===== src/rtl/zigzag_dec.sv =====
// zigzag_dec: inverse zigzag reorder buffer for the JPEG decode path.
// Coefficients arrive in zigzag scan order and leave in raster order through
// a ping-pong pair of 64-entry banks, sustaining 1 in + 1 out per cycle.
// Optional build macro ZIGZAG_DEC_EOB_EN: early end-of-block via in_eob, with
// a per-bank written mask so unwritten raster positions read back as zero.
module zigzag_dec #(
  parameter int COEF_W = 12
) (
  input  logic              clk,
  input  logic              rst,
  input  logic              ena,
  input  logic              in_valid,
  output logic              in_ready,
  input  logic [COEF_W-1:0] in_data,
  input  logic              in_eob,
  output logic              out_valid,
  input  logic              out_ready,
  output logic [COEF_W-1:0] out_data,
  output logic              out_first,
  output logic              out_last
);

  // zigzag scan index -> raster position
  localparam logic [5:0] ZZ [64] = '{
    6'd0,  6'd1,  6'd8,  6'd16, 6'd9,  6'd2,  6'd3,  6'd10,
    6'd17, 6'd24, 6'd32, 6'd25, 6'd18, 6'd11, 6'd4,  6'd5,
    6'd12, 6'd19, 6'd26, 6'd33, 6'd40, 6'd48, 6'd41, 6'd34,
    6'd27, 6'd20, 6'd13, 6'd6,  6'd7,  6'd14, 6'd21, 6'd28,
    6'd35, 6'd42, 6'd49, 6'd56, 6'd57, 6'd50, 6'd43, 6'd36,
    6'd29, 6'd22, 6'd15, 6'd23, 6'd30, 6'd37, 6'd44, 6'd51,
    6'd58, 6'd59, 6'd52, 6'd45, 6'd38, 6'd31, 6'd39, 6'd46,
    6'd53, 6'd60, 6'd61, 6'd54, 6'd47, 6'd55, 6'd62, 6'd63
  };

  logic              wptr_q, wptr_d, rptr_q, rptr_d;
  logic [5:0]        wcnt_q, wcnt_d, rcnt_q, rcnt_d;
  logic [1:0]        full_q, full_d;
  logic [COEF_W-1:0] mem_q [2][64];
  logic [5:0]        waddr;
  logic              wr_acc, wr_close, rd_beat, rd_last, eob_close;
  logic [COEF_W-1:0] rd_word;

  // in_ready is also held low while reset is asserted
  assign in_ready  = rst & ena & ~full_q[wptr_q];
  assign out_valid = ena & full_q[rptr_q];
  assign out_first = out_valid & (rcnt_q == 6'd0);
  assign out_last  = out_valid & (rcnt_q == 6'd63);

  assign waddr    = ZZ[wcnt_q];
  assign wr_acc   = in_valid & in_ready;
  assign wr_close = wr_acc & ((wcnt_q == 6'd63) | eob_close);
  assign rd_beat  = out_valid & out_ready;
  assign rd_last  = rd_beat & (rcnt_q == 6'd63);
  assign rd_word  = mem_q[rptr_q][rcnt_q];

`ifdef ZIGZAG_DEC_EOB_EN
  logic [1:0][63:0] mask_q;

  assign eob_close = in_eob;
  assign out_data  = mask_q[rptr_q][rcnt_q] ? rd_word : '0;

  // written mask: cleared when a bank is released, set on each accepted beat;
  // release and fill always target different banks
  always_ff @(posedge clk or negedge rst) begin
    if (!rst) begin
      mask_q <= '0;
    end else begin
      if (rd_last) mask_q[rptr_q] <= '0;
      if (wr_acc)  mask_q[wptr_q][waddr] <= 1'b1;
    end
  end
`else
  logic unused_eob;
  assign unused_eob = in_eob;
  assign eob_close  = 1'b0;
  assign out_data   = rd_word;
`endif

  // next-state for counters, pointers and bank flags
  always_comb begin
    wptr_d = wptr_q;
    rptr_d = rptr_q;
    wcnt_d = wcnt_q;
    rcnt_d = rcnt_q;
    full_d = full_q;
    if (rd_beat) begin
      if (rd_last) begin
        rcnt_d         = 6'd0;
        rptr_d         = ~rptr_q;
        full_d[rptr_q] = 1'b0;
      end else begin
        rcnt_d = rcnt_q + 6'd1;
      end
    end
    if (wr_acc) begin
      if (wr_close) begin
        wcnt_d         = 6'd0;
        wptr_d         = ~wptr_q;
        full_d[wptr_q] = 1'b1;
      end else begin
        wcnt_d = wcnt_q + 6'd1;
      end
    end
  end

  // control state register
  always_ff @(posedge clk or negedge rst) begin
    if (!rst) begin
      wptr_q <= 1'b0;
      rptr_q <= 1'b0;
      wcnt_q <= 6'd0;
      rcnt_q <= 6'd0;
      full_q <= 2'b00;
    end else begin
      wptr_q <= wptr_d;
      rptr_q <= rptr_d;
      wcnt_q <= wcnt_d;
      rcnt_q <= rcnt_d;
      full_q <= full_d;
    end
  end

  // bank storage, scattered to raster position on write; contents not reset
  always_ff @(posedge clk) begin
    if (wr_acc) mem_q[wptr_q][waddr] <= in_data;
  end

endmodule


===== config.mk =====
export PLATFORM = sky130hd
export DESIGN_NAME = zigzag_dec
export DESIGN_NICKNAME = d
export VERILOG_FILES = /design/src/rtl/zigzag_dec.sv
export SDC_FILE = /design/constraint.sdc
export NUM_CORES = 2
export LEC_CHECK = 0
export CAP_MARGIN = 20
export CORE_ASPECT_RATIO = 1.1
export CORE_UTILIZATION = 45
export CTS_CLUSTER_DIAMETER = 40
export DETAILED_ROUTE_END_ITERATION = 10
export GPL_ROUTABILITY_DRIVEN = 0
export PLACE_DENSITY = 0.61
export SYNTH_ARGS = -nofsm -noshare
export SYNTH_HDL_FRONTEND = slang
export SYNTH_SLANG_ARGS = --single-unit

===== constraint.sdc =====
create_clock -name clk -period 4.6 [get_ports clk]
set_input_delay 1.15 -clock clk [delete_from_list [all_inputs] [get_ports clk]]
set_output_delay 1.15 -clock clk [all_outputs]
set_load 0.1 [all_outputs]

==> key figures <==
Worst setup path
  – CP arrival: 3.85 ns
  – Worst Setup End Kind: output port
  – R2R setup slack: 0.63 ns
  – Reg2reg start: wcnt_q[3]
  – R2R cell count: 7
  – Critical path type: flip-flop to output port
  – CP max FO: 7
  – Required time worst endpoint: 3.45 ns
  – Crit Reg-Reg Endpoint: mem_q[1][319]
  – Worst setup SP type: flip-flop

Logic synthesis
  – Syn_nets: 3134
  – Syn Area/Cell: 20.0 um2
  – EDFF count, synth: 1536
  – Register area share after synthesis: 0.749
  – Async SR Flop Fraction: 0.0103
  – Distinct cells, synth: 85
  – Syn Std Cell Area: 62100 um2
  – Synthesis-stage register bit count: 1552
  – Synth warnings: 0
  – Post-synthesis cell count: 3098
  – Ys flop type: edfxtp_1

Route
  – Overall routed net length: 167000 um
  – Final ANT Viol Nets: 0
  – Vias/cell: 6.01
  – Via count: 33200
  – Drt wl/cell: 30.3 um
  – DR iter-0 viols: 3534
  – DRT Pass-1 Iters: 11
  – DRC: 4

STA
  – Slew @ Worst Pin: 1.18 ns
  – Hold WS: 0.554 ns
  – RSZ-0062 raised after global routing: yes
  – Setup Total Neg Slack: -3.34 ns
  – Final Slew Violations: 0
  – Setup Skew: 0.0312 ns
  – Final setup margin: -0.397 ns
  – Final Hold Vio Count: 0
  – Min cycle time layout: 5.00 ns
  – Final setup viols: 12
  – Max Fclk: 200 MHz
  – Slew Limit Headroom: 0.216
  – Final Cycle Share: 1.09

Power and ir drop
  – Max IR drop VDD: 626 uV
  – Sw Share: 0.260
  – Clock share of power: 0.428
  – Combinational share of power: 0.106
  – Power Internal: 25.1 mW
  – Leak: 23.8 nW
  – Net Switching: 8.81 mW
  – Flop pwr share: 0.466
  – Power density over cell area: 448 nW/um2
  – Total power: 33.9 mW

Global routing
  – Largest net degree at the start of global routing: 129
  – Grt ovf: 0
  – First-pass GRT wire length: 241000 um
  – Number of global-route vias before repair: 34000
  – Initial antenna violation count: 5
  – Total track usage: 0.243

CTS
  – Hold-fix buffers, CTS: 0
  – Clk pin slew, worst setup/hold paths: 0.06 ns
  – Clock Tree Buf Depth: 3
  – Clock Tree Root: clkbuf_16
  – CTS tree: done
  – H-tree depth: 4
  – Num Clock Sinks: 1552
  – CTS Buf Count: 182
  – Clk_lat worst skew: 0.82 ns

Layout
  – Layout Utilization: 0.555
  – Sequential cell area: 46500 um2
  – Final nets: 3595
  – Most common cell after layout, fill and taps aside: edfxtp_1
  – Share of cells above drive strength 1: 0.369
  – Area growth, synth to finish: 22.1%
  – Non-Filler Instances: 5517
  – Fill cells: 10100
  – Post-Layout Inst Area: 75800 um2
  – Leading cell types in the layout, fill and taps excluded: edfxtp_1 (1536), buf_4 (344), mux4_2 (296)
  – Multi-input logic area: 15700 um2

Floorplanning
  – Row count: 142
  – Starting density of the core: 0.454
  – DIE AREA: 139000 um2
  – Die Ht: 392 um
  – I/O Pins: 34
  – Core area: 137000 um2
  – Die width: 356 um

Placed design
  – HPWL Detailed: 102000 um
  – Dpl ws: -0.312 ns
  – PortBufs: 32
  – Placed cell count: 5067
  – Cell Area, Placed: 66900 um2

Min path
  – Hold WC Path Type: flip-flop to flip-flop
  – Hold endpoint: full_q[0]
  – Cell depth of the worst hold path: 1
  – Hold Path Origin: full_q[0]

Job
  – MaxCap Viol Count: 0

Run status
  – Status: complete, but fails checks
  – Failing checks: design-rule violations, negative setup slack
[logic make-up after synthesis]
family | count (synthesis) | share of synthesized area
mux | 514 | 0.144
buf+inv | 217 | 0.0239
simple gates | 421 | 0.0364
xor+xnor | 9 | 0.00127
fa+ha+maj | 18 | 0.00363
compound gates | 367 | 0.0419
flops | 1552 | 0.749
[registers in the layout, summed over array words and instances, names as in the netlist]
signal and flops:
rcnt_q 6, full_q 2, wptr_q 1, rptr_q 1
wcnt_q 6, mem_q 1536
[cell type report]
| cell class | instances | area share |
|---|---|---|
| Tap cell | 1800 | 0.0297 |
| Clock buffer | 213 | 0.0622 |
| Timing Repair Buffer | 479 | 0.0673 |
| Inverter | 15 | 0.000743 |
| Multi-Input combinational cell | 1329 | 0.207 |
| Antenna cell | 1 | 0.0000330 |
| Sequential cell | 1552 | 0.614 |
| Clock inverter | 128 | 0.0190 |
[power by group through the flow]
stage	clock network [mW]	registers, mW	logic, mW
after floorplan	0	16.0	1.70
after global placement	0	16.1	3.42
after detailed placement	0	16.1	3.54
after CTS	14.7	15.8	3.57
after global routing	15.3	15.8	3.74
final	14.5	15.8	3.60
[what timing repair did]
item	4_1_cts	5_1_grt
setup buffers	59	31
cloned	15	1
pin swaps	44	49
gates resized for setup	193	94
setup endpoints to repair	12	12
[critical path, cell delays in order (launching register included)]
cell and delay [ns]:
dfrtp_4 0.54, buf_12 0.16, buf_16 0.15, buf_8 0.13, mux4_2 0.48, a22oi_2 0.29
a21oi_1 0.11, or4_4 0.59, a21oi_2 0.16, nor3_2 0.07, buf_4 0.17, buf_12 0.17
[cell usage after synthesis, drive strengths merged, types with 12 or more instances]
master | instances | area [um2]
edfxtp | 1536 | 46100
mux4 | 299 | 6750
mux2i | 202 | 2020
buf | 150 | 1230
nor3 | 121 | 641
a22oi | 101 | 768
nand2 | 94 | 353
a21oi | 61 | 305
clkbuf | 52 | 195
o21ai | 51 | 255
nand3 | 50 | 255
nor2 | 44 | 170
o22ai | 28 | 175
a221oi | 26 | 278
ha | 18 | 225
o211ai | 18 | 135
dfrtp | 16 | 400
nand2b | 15 | 93.8
nor2b | 15 | 93.8
a22o | 14 | 123
inv | 14 | 52.6
mux2 | 13 | 146
and2 | 12 | 75.1
and3 | 12 | 75.1
[worst max path at each step]
stage	startpoint	endpoint	slack, ns
floorplan	rptr_q	out_data[2]	0.04
CTS	rptr_q	out_data[6]	-0.42
detailed placement	rptr_q	out_data[10]	-0.31
finish	rptr_q	out_data[3]	-0.40
global placement	rptr_q	out_data[5]	-0.45
global route	rptr_q	out_data[6]	-0.44
[per-layer routing]
metal | global-route usage | wire length, um | vias up
met3 | 0.0460 | 13500 | 274
met4 | 0.0779 | 5300 | 0
li1 | - | - | 13900
met2 | 0.404 | 83400 | 1511
met5 | 0 | 0 | -
met1 | 0.324 | 65100 | 17500
Power figures use the tool's default switching activity.
